--- config.mk ---
export PLATFORM = sky130hd
export DESIGN_NAME = pair_judge
export DESIGN_NICKNAME = d
export VERILOG_FILES = /design/src/rtl/pair_judge_pkg.sv /design/src/rtl/pair_judge_reveal_timer.sv /design/src/rtl/pair_judge.sv
export SDC_FILE = /design/constraint.sdc
export NUM_CORES = 1
export LEC_CHECK = 0
export ABC_CLOCK_PERIOD_IN_PS = 3550
export BUFFER_PORTS_ARGS = -buffer_cell sky130_fd_sc_hd__buf_2
export CAP_MARGIN = 10
export CORE_AREA = 3 3 79 100
export DETAILED_ROUTE_END_ITERATION = 10
export DIE_AREA = 0 0 82 103
export GPL_ROUTABILITY_DRIVEN = 1
export MAX_ROUTING_LAYER = met4
export PLACE_DENSITY = 0.75
export SLEW_MARGIN = 15
export SYNTH_ARGS = -nofsm -noshare
export SYNTH_HDL_FRONTEND = slang
export SYNTH_SLANG_ARGS = --single-unit
--- constraint.sdc ---
create_clock -name clk -period 3.55 [get_ports clk]
set_input_delay 1.065 -clock clk [delete_from_list [all_inputs] [get_ports clk]]
set_output_delay 1.065 -clock clk [all_outputs]
set_load 0.02 [all_outputs]
--- src/rtl/pair_judge_pkg.sv ---
// Shared types, board geometry and the card-slicing helper for the memory-pairs rules engine.
package pair_judge_pkg;

    typedef enum logic [1:0] {
        IDLE = 2'd0,
        ONE  = 2'd1,
        HOLD = 2'd2,
        DONE = 2'd3
    } judge_state_t;

    localparam int NCELLS = 16;
    localparam int VAL_W  = 4;
    localparam int IDX_W  = 4;

    function automatic logic [VAL_W-1:0] card_at(
        input logic [NCELLS*VAL_W-1:0] vals,
        input logic [IDX_W-1:0]        idx
    );
        card_at = vals[idx*VAL_W +: VAL_W];
    endfunction

endpackage

--- src/rtl/pair_judge_reveal_timer.sv ---
// Loadable down-counter that times how long a revealed pair stays face-up.
module reveal_timer #(
    parameter int W = 3
) (
    input  logic         clk,
    input  logic         rst,
    input  logic         load,
    input  logic         en,
    input  logic [W-1:0] load_val,
    output logic         done
);

    logic [W-1:0] count_r;

    // Count register: load wins over decrement, and the count parks at zero.
    always_ff @(posedge clk) begin
        if (rst) begin
            count_r <= {W{1'b0}};
        end else if (load) begin
            count_r <= load_val;
        end else if (en && (count_r != {W{1'b0}})) begin
            count_r <= count_r - W'(1'b1);
        end else begin
            count_r <= count_r;
        end
    end

    assign done = (count_r == {W{1'b0}});

endmodule

--- src/rtl/pair_judge.sv ---
// Rules engine for the 4x4 memory-pairs board: flips cards, judges pairs,
// tracks scores, turn and game-over for the display path.
module pair_judge
    import pair_judge_pkg::*;
#(
    parameter int REVEAL_CYCLES = 4
) (
    input  logic                      clk,
    input  logic                      rst,
    input  logic [NCELLS*VAL_W-1:0]   card_vals,
    input  logic                      sel_valid,
    input  logic [IDX_W-1:0]          sel_idx,
    output logic                      sel_ready,
    output logic                      reject_pulse,
    output logic [NCELLS-1:0]         revealed,
    output logic [NCELLS-1:0]         matched,
    output logic                      match_pulse,
    output logic                      miss_pulse,
    output logic                      player,
    output logic [3:0]                score_p0,
    output logic [3:0]                score_p1,
    output logic                      game_over
);

    localparam int TW = $clog2(REVEAL_CYCLES) + 1;
    localparam logic [TW-1:0]     HOLD_LOAD = TW'(REVEAL_CYCLES - 1);
    localparam logic [NCELLS-1:0] CELL_LSB  = {{(NCELLS-1){1'b0}}, 1'b1};

    judge_state_t      state_r, state_s;
    logic [IDX_W-1:0]  first_idx_r, first_idx_s;
    logic [IDX_W-1:0]  second_idx_r, second_idx_s;
    logic [VAL_W-1:0]  first_val_r, first_val_s;
    logic [VAL_W-1:0]  second_val_r, second_val_s;
    logic [NCELLS-1:0] revealed_s, matched_s, pair_mask_s;
    logic [3:0]        score_p0_s, score_p1_s;
    logic              player_s, ready_s, game_over_s;
    logic              reject_s, match_s, miss_s;
    logic              accept_s, illegal_s, timer_load_s, timer_done_s;

    reveal_timer #(.W(TW)) u_timer (
        .clk      (clk),
        .rst      (rst),
        .load     (timer_load_s),
        .en       (state_r == HOLD),
        .load_val (HOLD_LOAD),
        .done     (timer_done_s)
    );

    // Next-state and next-output logic; every registered output is computed here.
    always_comb begin
        state_s      = state_r;
        first_idx_s  = first_idx_r;
        first_val_s  = first_val_r;
        second_idx_s = second_idx_r;
        second_val_s = second_val_r;
        revealed_s   = revealed;
        matched_s    = matched;
        score_p0_s   = score_p0;
        score_p1_s   = score_p1;
        player_s     = player;
        reject_s     = 1'b0;
        match_s      = 1'b0;
        miss_s       = 1'b0;
        timer_load_s = 1'b0;
        pair_mask_s  = (CELL_LSB << first_idx_r) | (CELL_LSB << second_idx_r);
        accept_s     = sel_valid && sel_ready;
        illegal_s    = matched[sel_idx] || ((state_r == ONE) && (sel_idx == first_idx_r));

        case (state_r)
            IDLE: begin
                if (accept_s && illegal_s) begin
                    reject_s = 1'b1;
                end else if (accept_s) begin
                    first_idx_s = sel_idx;
                    first_val_s = card_at(card_vals, sel_idx);
                    revealed_s  = revealed | (CELL_LSB << sel_idx);
                    state_s     = ONE;
                end else begin
                    state_s = IDLE;
                end
            end
            ONE: begin
                if (accept_s && illegal_s) begin
                    reject_s = 1'b1;
                end else if (accept_s) begin
                    second_idx_s = sel_idx;
                    second_val_s = card_at(card_vals, sel_idx);
                    revealed_s   = revealed | (CELL_LSB << sel_idx);
                    timer_load_s = 1'b1;
                    state_s      = HOLD;
                end else begin
                    state_s = ONE;
                end
            end
            HOLD: begin
                if (timer_done_s) begin
                    revealed_s = {NCELLS{1'b0}};
                    if (first_val_r == second_val_r) begin
                        matched_s = matched | pair_mask_s;
                        match_s   = 1'b1;
                        if (player) begin
                            score_p1_s = score_p1 + 4'd1;
                        end else begin
                            score_p0_s = score_p0 + 4'd1;
                        end
                    end else begin
                        player_s = ~player;
                        miss_s   = 1'b1;
                    end
                    state_s = (&matched_s) ? DONE : IDLE;
                end else begin
                    state_s = HOLD;
                end
            end
            DONE: begin
                state_s = DONE;
            end
            default: begin
                state_s = IDLE;
            end
        endcase

        ready_s     = (state_s == IDLE) || (state_s == ONE);
        game_over_s = (state_s == DONE);
    end

    // State and output registers; reset returns everything to an empty board.
    always_ff @(posedge clk) begin
        if (rst) begin
            state_r      <= IDLE;
            first_idx_r  <= {IDX_W{1'b0}};
            first_val_r  <= {VAL_W{1'b0}};
            second_idx_r <= {IDX_W{1'b0}};
            second_val_r <= {VAL_W{1'b0}};
            sel_ready    <= 1'b1;
            reject_pulse <= 1'b0;
            revealed     <= {NCELLS{1'b0}};
            matched      <= {NCELLS{1'b0}};
            match_pulse  <= 1'b0;
            miss_pulse   <= 1'b0;
            player       <= 1'b0;
            score_p0     <= 4'd0;
            score_p1     <= 4'd0;
            game_over    <= 1'b0;
        end else begin
            state_r      <= state_s;
            first_idx_r  <= first_idx_s;
            first_val_r  <= first_val_s;
            second_idx_r <= second_idx_s;
            second_val_r <= second_val_s;
            sel_ready    <= ready_s;
            reject_pulse <= reject_s;
            revealed     <= revealed_s;
            matched      <= matched_s;
            match_pulse  <= match_s;
            miss_pulse   <= miss_s;
            player       <= player_s;
            score_p0     <= score_p0_s;
            score_p1     <= score_p1_s;
            game_over    <= game_over_s;
        end
    end

endmodule

Word-level counts from Yosys, hierarchy flattened
Cells that the tools add are included.
{"block": "classes", "addsub": 3, "n_lt_le_gt_ge": 1, "n_eq_ne": 10, "shift": 4, "n_mux": 24, "bitwise": 9, "n_reduce_logical": 24}
{"operator": "$mux 16", "count": 6}
{"operator": "$shiftx 64x7->4", "count": 1}
{"operator": "$or 16x16->16", "count": 3}
{"operator": "$shl 1x4->16 const A", "count": 3}
{"operator": "$pmux 16 s2", "count": 1}
{"operator": "$reduce_and 16->1", "count": 1}
{"operator": "$mux 2", "count": 7}
{"operator": "$reduce_and 4->1", "count": 3}
{"operator": "$reduce_and 3->1", "count": 3}
{"operator": "$add 4x1->4 const B", "count": 2}
{"operator": "$eq 4x4->1", "count": 2}
{"operator": "$mux 1", "count": 8}
{"operator": "$pmux 2 s4", "count": 1}
{"operator": "$eq 2x2->1 const B", "count": 3}
{"operator": "$not 1->1", "count": 6}
{"operator": "$reduce_or 2->1", "count": 3}
{"operator": "$lt 4x5->1 const B", "count": 1}
{"operator": "$bmux 1 s4", "count": 1}
{"operator": "$eq 2x1->1 const B", "count": 2}
{"operator": "$logic_and 1x1->1", "count": 4}
{"operator": "$logic_not 2->1", "count": 2}
{"operator": "$ne 2x2->1 const B", "count": 2}
{"operator": "$reduce_bool 2->1", "count": 2}
{"operator": "$logic_not 3->1", "count": 1}
{"operator": "6 further kinds", "count": 7}
{"block": "totals", "regBits": 67, "out_inout_bits": 46, "elab_cells": 92}

Longest topological paths before layout
Gate-level depths: netlist of run 1.
{"block": "logic_depth", "ltp_word": 12, "ltp_mapped": 9, "depth_no_buf": 8}

Modules after synthesis
Synthesis of run 1 repeated with hierarchy kept, for this count alone.
{"block": "hier_totals", "hier_cells": 366, "hier_area_um2": 3478.3}
{"mod": "pair_judge", "instances": 1, "cells_per_inst": 345, "area_each_um2": 3295.7}
{"mod": "reveal_timer", "instances": 1, "cells_per_inst": 21, "area_each_um2": 182.7}

Worst setup path after synthesis of run 1
No wires, ideal clock.
{"block": "synth_timing", "path_type": "input -> register", "start": "input sel_idx[0]", "end": "register first_val_r[0]", "arrival_ns": 2.802, "t_required_ns": 3.422, "path_slack_ns": 0.620, "stages": 6, "path_buffers": 2, "cell_sequence": "buf_2 buf_1 mux4_2 mux4_2 mux2i_1 nor2_1"}
{"block": "synth_between", "elab_chain_cells": 6, "elab_cells_between_ends": 9}
{"item": "start, declared", "line": "pair_judge.sv:12", "rtl": "input logic [IDX_W-1:0] sel_idx,"}
{"item": "$bmux 1 s4 / $eq 4x4->1 (equally long branches)", "line": "pair_judge.sv:67", "rtl": "illegal_s = matched[sel_idx] || ((state_r == ONE) && (sel_idx == first_idx_r));"}
{"item": "$mux 1 (not written as such) / $logic_and 1x1->1 (equally long branches)", "line": "pair_judge.sv:67"}
{"item": "$logic_or 1x1->1", "line": "pair_judge.sv:67"}
{"item": "$logic_and 1x1->1", "line": "pair_judge.sv:71", "rtl": "if (accept_s && illegal_s) begin"}
{"item": "$not 1->1 (no source line)"}
{"item": "$reduce_and 3->1 (no source line)"}
{"item": "end signal, assigned", "line": "pair_judge.sv:132", "rtl": "first_val_r <= {VAL_W{1'b0}};"}
{"item": "end signal, assigned", "line": "pair_judge.sv:148", "rtl": "first_val_r <= first_val_s;"}
{"item": "end, declared", "line": "pair_judge.sv:32", "rtl": "logic [VAL_W-1:0] first_val_r, first_val_s;"}
Several ways; a longest one is shown, not always the timed one. The select of a mux whose other input is x is not followed.
A chain may end at the register's enable or synchronous reset.

Final worst setup path of run 1
{"block": "layout_timing", "start": "input sel_idx[1]", "end": "register revealed[12]"}
{"block": "layout_between", "elab_chain_cells": 6, "elab_cells_between_ends": 13}
{"item": "$bmux 1 s4 / $eq 4x4->1 (equally long branches)", "line": "pair_judge.sv:67"}
{"item": "$mux 1 (not written as such) / $logic_and 1x1->1 (equally long branches)", "line": "pair_judge.sv:67"}
{"item": "$logic_or 1x1->1", "line": "pair_judge.sv:67"}
{"item": "$logic_and 1x1->1", "line": "pair_judge.sv:71, pair_judge.sv:83"}
{"item": "$ne 2x2->1 (no source line)"}
{"item": "$reduce_and 4->1 (no source line)"}
{"item": "end signal, assigned", "line": "pair_judge.sv:137", "rtl": "revealed <= {NCELLS{1'b0}};"}
{"item": "end signal, assigned", "line": "pair_judge.sv:153", "rtl": "revealed <= revealed_s;"}
{"item": "end, declared", "line": "pair_judge.sv:15", "rtl": "output logic [NCELLS-1:0] revealed,"}
Several ways; a longest one is shown, not always the timed one. The select of a mux whose other input is x is not followed.

==> results of run 1 <==
-- routing by layer --
metal / part of all wire [%] / global-route usage, %
met5: 0 / -
met4: 2.3 / 9.08
met3: 6.5 / 3.58
met2: 48 / 37.4
met1: 43 / 29.8
-- stage by stage --
step                util (%)  hold slack, ns  cells
floorplan                  -           0.448    367
global placement        59.0           0.447    554
detailed placement      59.0           0.456    554
CTS                     62.1           0.472    570
global route            62.1           0.501    570
finish                  62.1           0.473    570
-- layout by cell type, fill, tap and decap left out, types with 2 or more instances in the layout --
cell type  count
xnor2_1        6
nor2b_1        6
o21ai_0        2
nand4_1        2
mux2i_1       15
nand3_1        6
nor3_1        20
nand2_1       18
nand2b_1      11
a311oi_1       2
clkbuf_8       9
nor2_1        60
bufinv_16      2
nor4_1         3
inv_1          3
xor2_1        11
dfxtp_1       67
mux4_2        23
and2_1         2
clkinv_4       2
a21oi_1       24
buf_4          6
o22ai_1       17
buf_2        116
or2_2          5
ha_1           4
a31oi_1       18
-- power by group --
part	internal, mW	leakage (nW)	switching (mW)
logic	0.157	1.22	0.185
registers	0.776	0.542	0.0278
clock network	0.397	0.106	0.306
total	1.33	1.87	0.519
-- layout make-up --
class                           instances  area, sq um  share of cell area [%]
Clock inverter                          6         90.1                    2.08
Multi-Input combinational cell        270         2000                    46.2
Timing Repair Buffer                  123          646                    14.9
Clock buffer                           10          128                    2.94
Sequential cell                        67         1340                    30.9
Tap cell                               90          113                    2.60
Inverter                                4         15.0                   0.346
-- synth_stat cells --
| cell type | n | share of area, % |
|---|---|---|
| xor2_1 | 11 | 2.8 |
| clkbuf_1 | 11 | 1.2 |
| mux4_2 | 23 | 15 |
| a31oi_1 | 18 | 3.2 |
| nand4_4 | 1 | 0.61 |
| a221o_1 | 1 | 0.29 |
| buf_2 | 5 | 0.71 |
| or3_1 | 1 | 0.18 |
| dfxtp_1 | 67 | 38 |
| o21ai_0 | 2 | 0.29 |
| a221oi_1 | 1 | 0.25 |
| nor4_1 | 3 | 0.54 |
| mux2_2 | 1 | 0.32 |
| o211ai_2 | 1 | 0.36 |
| and3_1 | 1 | 0.18 |
| nand2_1 | 18 | 1.9 |
| a311oi_1 | 2 | 0.50 |
| nor2b_1 | 6 | 1.1 |
| buf_4 | 4 | 0.86 |
| a21oi_1 | 24 | 3.4 |
| nand4_2 | 1 | 0.36 |
| nand4_1 | 2 | 0.36 |
| ha_1 | 4 | 1.4 |
| buf_1 | 3 | 0.32 |
| o22ai_1 | 17 | 3.0 |
| nor3_1 | 20 | 2.9 |
| and3_2 | 1 | 0.21 |
| inv_2 | 1 | 0.11 |
| o21ai_1 | 1 | 0.14 |
| nand3_1 | 6 | 0.86 |
| mux2i_1 | 15 | 4.3 |
| nand4b_1 | 1 | 0.25 |
| nor4_2 | 1 | 0.36 |
| and2_1 | 2 | 0.36 |
| inv_1 | 3 | 0.32 |
| xnor2_1 | 6 | 1.5 |
| nor2_1 | 60 | 6.4 |
| or2_2 | 5 | 0.89 |
| nor4_4 | 1 | 0.61 |
| and3b_1 | 1 | 0.25 |
| nand2_4 | 1 | 0.32 |
| buf_6 | 3 | 0.97 |
| nand2b_1 | 11 | 2.0 |
-- sequential cells by signal, summed over array words and instances (netlist names), 2 cells and up --
signal           cells
first_idx_r          4
first_val_r          4
matched             16
revealed            16
score_p0             4
score_p1             4
second_idx_r         4
second_val_r         4
state_r              2
u_timer.count_r      3
-- worst max-delay path: cells and delay by family --
kind            cells  cell delay [ns]
buf+inv             3             0.76
simple gates        3             0.53
compound gates      2             0.44
xor+xnor            1             0.17
-- cell families after synthesis --
| logic type | Yosys count | share of synthesized area [%] |
|---|---|---|
| xor+xnor | 17 | 4.25 |
| fa+ha+maj | 4 | 1.43 |
| buf+inv | 30 | 4.47 |
| mux | 39 | 19.4 |
| simple gates | 143 | 20.6 |
| compound gates | 67 | 11.5 |
| flops | 67 | 38.3 |
-- how the worst max path moves through the flow --
stage / to / start / depth (start not counted)
2_1_floorplan: first_val_r[0] / sel_idx[0] / 6
3_3_place_gp: sel_ready / sel_idx[1] / 7
3_5_place_dp: revealed[2] / sel_idx[1] / 9
4_1_cts: revealed[15] / sel_idx[1] / 9
5_1_grt: revealed[9] / sel_idx[1] / 9
6_report: revealed[12] / sel_idx[1] / 9
==> out/qor.yml, run 1 <==
die_y_microns: 103
path_cells: "buf_2 > buf_4 > xor2_1 > nor3_1 > a21oi_1 > and3_1 > buf_4 > a31oi_1 > nor2_1"
firstDrtPassIters: 5
crit_path_start_kind: "primary input"
die_area_sq_um: 8450
tightest_slew_ns: 0.622
crit_top_cell: "buf_4"
clk_pin_slew_worst_paths_ns: 0.07
synthCells: 367
crit_slowest_cell: "and3_1"
cts_setup_buffers: 0
max_stage_delay_ns: 0.37
setup_viol: 0
post_drt_via_cell_ratio: 5.74
syn_area_per_cell_sq_um: 9.54
die_w_microns: 82
core_sq_um: 6980
grt_pass1_vias: 3176
rr_endpoint: "sel_ready"
grt_max_degree: 35
power_leakage_nw: 1.87
grt_util_all_layers_pct: 23.4
finalClockSkew_ns: 0.0121
clk-insertion-delay-late_ns: 0.35
final_layout_size_suffix_gt1_share_pct: 36.5
htreeDepth: 3
io_pins: 117
post_dp_cell_area_sq_um: 4120
hp-class: "register to register"
cp-end-kind: "register"
hpwl_microns: 6940
clockBufferDepth: 2
holdPathStages: 2
cts_made_buffers: 9
fin_tns_setup_ns: 0
ys_seq_area_share_pct: 38.3
ff2ff_setup_slack_ns: 1.15
routed_wl_microns: 8960
placement.setup.worst_slack_ns: 0.480
hold_path_end: "revealed[4]"
drc: 0
r2r_cells: 7
final_hold_viol_count: 0
fill_cells: 616
gr-total-overflow: 0
postCtsHoldBufs: 0
cp.required_ns: 3.84
p_per_area_nw_per_um2: 427
total_power_mw: 1.85
port-buffer-count: 116
cts_tree: "done"
layout.nets: 550
period_share_pct: 75.9
critPathArrivalTime_ns: 2.98
antennaDiodeCount: 0
drt_first_iter_violations: 232
cts_root_buf: "clkbuf_8"
fp-row-count: 34
crit_type: "primary input to register"
grt_pass1_wl_microns: 14600
antenna_found_initial: 0
fin_crit_ns: 2.69
initial_utilization_pct: 50.2
area_growth_pct: 23.8
drv_slew: 0
ant_nets: 0
netlist_area_sq_um: 3500
fin_ws_ns: 0.856
cts.sinks: 67
reg2reg_from: "second_val_r[1]"
synth_cell_types: 43
final_area_sq_um: 4330
relSlewSlack_pct: 58.5
synth_fp_nets: 442
vias: 3270
max_freq_mhz: 371
ys_ff_latch: 67
rsz0062_at_grt: "false"
ir_worst_vdd_uv: 182
wire_per_inst_microns: 15.7
path_max_fanout: 23
synth_warnings: 0
cts_resized: 0
gp_congestion: 0.841
status: "finished, final reports clean"
worstHoldStart: "revealed[4]"
cap_viol_max_count: 0
Note: power is estimated with default switching activity, not from simulation.
==> run 2, diff against run 1 <==
--- a/config.mk
+++ b/config.mk
@@ -5,7 +5,7 @@
 export SDC_FILE = /design/constraint.sdc
 export NUM_CORES = 1
 export LEC_CHECK = 0
-export ABC_CLOCK_PERIOD_IN_PS = 3550
+export ABC_CLOCK_PERIOD_IN_PS = 2510
 export BUFFER_PORTS_ARGS = -buffer_cell sky130_fd_sc_hd__buf_2
 export CAP_MARGIN = 10
 export CORE_AREA = 3 3 79 100
==> constraint.sdc (replaced) <==
create_clock -name clk -period 2.51 [get_ports clk]
set_input_delay 0.753 -clock clk [delete_from_list [all_inputs] [get_ports clk]]
set_output_delay 0.753 -clock clk [all_outputs]
set_load 0.02 [all_outputs]
==> run 2 against run 1 <==
Compared with the run above: sequential share of layout area fell by 0.64 points; routed wire length rose by 3.7%; hold slack improved by 0.0025 ns; cell count rose by 1.9%; global-route usage rose by 0.21 points; count of clock-buffer cells in the layout did not move; critical endpoint is now sel_ready; combinational power rose by 52%; clock power rose by 35%; worst setup slack got worse by 0.76 ns; flip-flop and latch count did not move; highest routed layer unchanged; sequential power rose by 42%.
==> out/qor.yml, run 2 (same netlist as run 1, synthesis figures left out) <==
status: "finished, final reports clean"
top_regs: "matched: 16 flops, revealed: 16 flops"
relSlewSlack_pct: 70.4  # +12 points
final_layout_size_suffix_gt1_share_pct: 37.9  # +1.4 points
power_leakage_nw: 1.93  # +3.2%
tightest_slew_ns: 0.443  # -0.179 ns
wire_per_inst_microns: 16.0  # +1.8%
final_area_sq_um: 4430  # +2.1%
die_area_sq_um: 8450  # unchanged
rsz0062_at_grt: "false"
fin_crit_ns: 2.42
routed_wl_microns: 9300  # +3.7%
grt_max_degree: 42  # +20%
grt_pass1_wl_microns: 14800  # +1.1%
final_common_cell: "buf_2"
cp_num_buf_inv: 1  # -2
cts_tree: "done"
critPathArrivalTime_ns: 2.65  # -0.33 ns
antennaDiodeCount: 0  # unchanged
path_max_fanout: 14  # -39%
die_y_microns: 103  # unchanged
core_sq_um: 6980  # unchanged
cts_setup_buffers: 0  # unchanged
drv_slew: 0  # unchanged
initial_utilization_pct: 50.2  # unchanged
post_dp_cell_area_sq_um: 4220  # +2.5%
die_w_microns: 82  # unchanged
p_per_area_nw_per_um2: 589  # +38%
gr-total-overflow: 0  # unchanged
cp.required_ns: 2.74  # -1.10 ns
clockBufferDepth: 2  # unchanged
cap_viol_max_count: 0  # unchanged
hp-class: "register to register"
area_growth_pct: 26.5
vias: 3290  # +0.61%
hpwl_microns: 7220  # +4.1%
layout.nets: 562  # +2.2%
ant_nets: 0  # unchanged
drt_first_iter_violations: 200  # -14%
cp_top_family: "simple AND/OR/NAND/NOR gates"
grt_pass1_vias: 3238  # +2.0%
antenna_found_initial: 0  # unchanged
cts_root_buf: "clkbuf_8"
htreeDepth: 3  # unchanged
crit_path_start_kind: "register"
clk-insertion-delay-late_ns: 0.34  # about the same
crit_type: "register to register"
io_pins: 117  # unchanged
worstHoldStart: "revealed[4]"
setup_viol: 0  # unchanged
reg2reg_from: "second_val_r[1]"
period_share_pct: 96.3
cts.sinks: 67  # unchanged
ir_worst_vdd_uv: 288  # +58%
max_stage_delay_ns: 0.41  # +0.04 ns
cts_resized: 0  # unchanged
postCtsHoldBufs: 0  # unchanged
clk_pin_slew_worst_paths_ns: 0.07  # about the same
max_freq_mhz: 414
post_drt_via_cell_ratio: 5.66  # -1.3%
gp_congestion: 0.931  # +11%
path_cells: "xor2_1 > nor4_4 > buf_4 > a21oi_1 > nor4_1 > nand4_1 > a221o_1"
final_cell_mix: "buf_2 (116), dfxtp_1 (67), nor2_1 (60)"
cp-startpoint: "second_val_r[1]"
total_power_mw: 2.61  # +41%
firstDrtPassIters: 4  # -1
fp-row-count: 34  # unchanged
cp-end-kind: "register"
port-buffer-count: 116  # unchanged
grt_util_all_layers_pct: 23.6  # +0.21 points
final_hold_viol_count: 0  # unchanged
crit_slowest_cell: "nor4_1"
cts_made_buffers: 9  # unchanged
drc: 0  # unchanged
finalClockSkew_ns: 0.0144  # +0.00222 ns
[run 2: cell count changes in the layout (fill, tap and decap cells not counted), sizes merged]
cell,change
buf,+12
clkinvlp,-1
[run 2: worst paths after layout]
| path | slack, ns | end | cells after the start |
|---|---|---|---|
| worst max-delay path | 0.09 | sel_ready | 7 |
| worst min-delay path | 0.48 | revealed[4] | 2 |
| worst max register to register | 0.09 | sel_ready | 7 |
| worst min register to register | 0.48 | revealed[4] | 2 |
[run 2: metrics by stage]
step           setup TNS, ns  std cells  hold slack [ns]  utilization [%]  setup slack [ns]
2_1_floorplan              0        367            0.448                -            0.0548
3_3_place_gp          -0.258        566            0.451             60.5           -0.0500
3_5_place_dp           -1.97        566            0.458             60.5            -0.108
4_1_cts                    0        581            0.478             63.4             0.113
5_1_grt                    0        581            0.499             63.4           0.00971
6_report                   0        581            0.475             63.4            0.0925
[run 2: cell type report]
| cell class | instances | area, sq um |
|---|---|---|
| sequential | 67 | 1340 |
| inverter | 4 | 15.0 |
| fill | 600 | 2550 |
| clock inverter | 5 | 78.8 |
| tap | 90 | 113 |
| clock buffer | 10 | 128 |
| multi-input combinational | 270 | 2000 |
| timing repair buffer | 135 | 748 |
[run 2: worst reg2reg max path: stages (launching register included)]
cell	delay, ns
dfxtp_1	0.33
xor2_1	0.19
nor4_4	0.30
buf_4	0.24
a21oi_1	0.13
nor4_1	0.41
nand4_1	0.30
a221o_1	0.41
[run 2: metal layers]
metal	global-route usage [%]	part of all wire [%]	vias to the layer above
li1	-	-	1575
met3	4.28	7.4	12
met5	-	0	-
met2	39.6	51	156
met4	9.72	1.5	0
met1	27.8	40	1547
[run 2: where the power goes]
part	internal [mW]	switching (mW)	total, mW
sequential	1.10	0.0390	1.14
combinational	0.248	0.273	0.521
clock	0.552	0.395	0.947
total	1.90	0.707	2.61
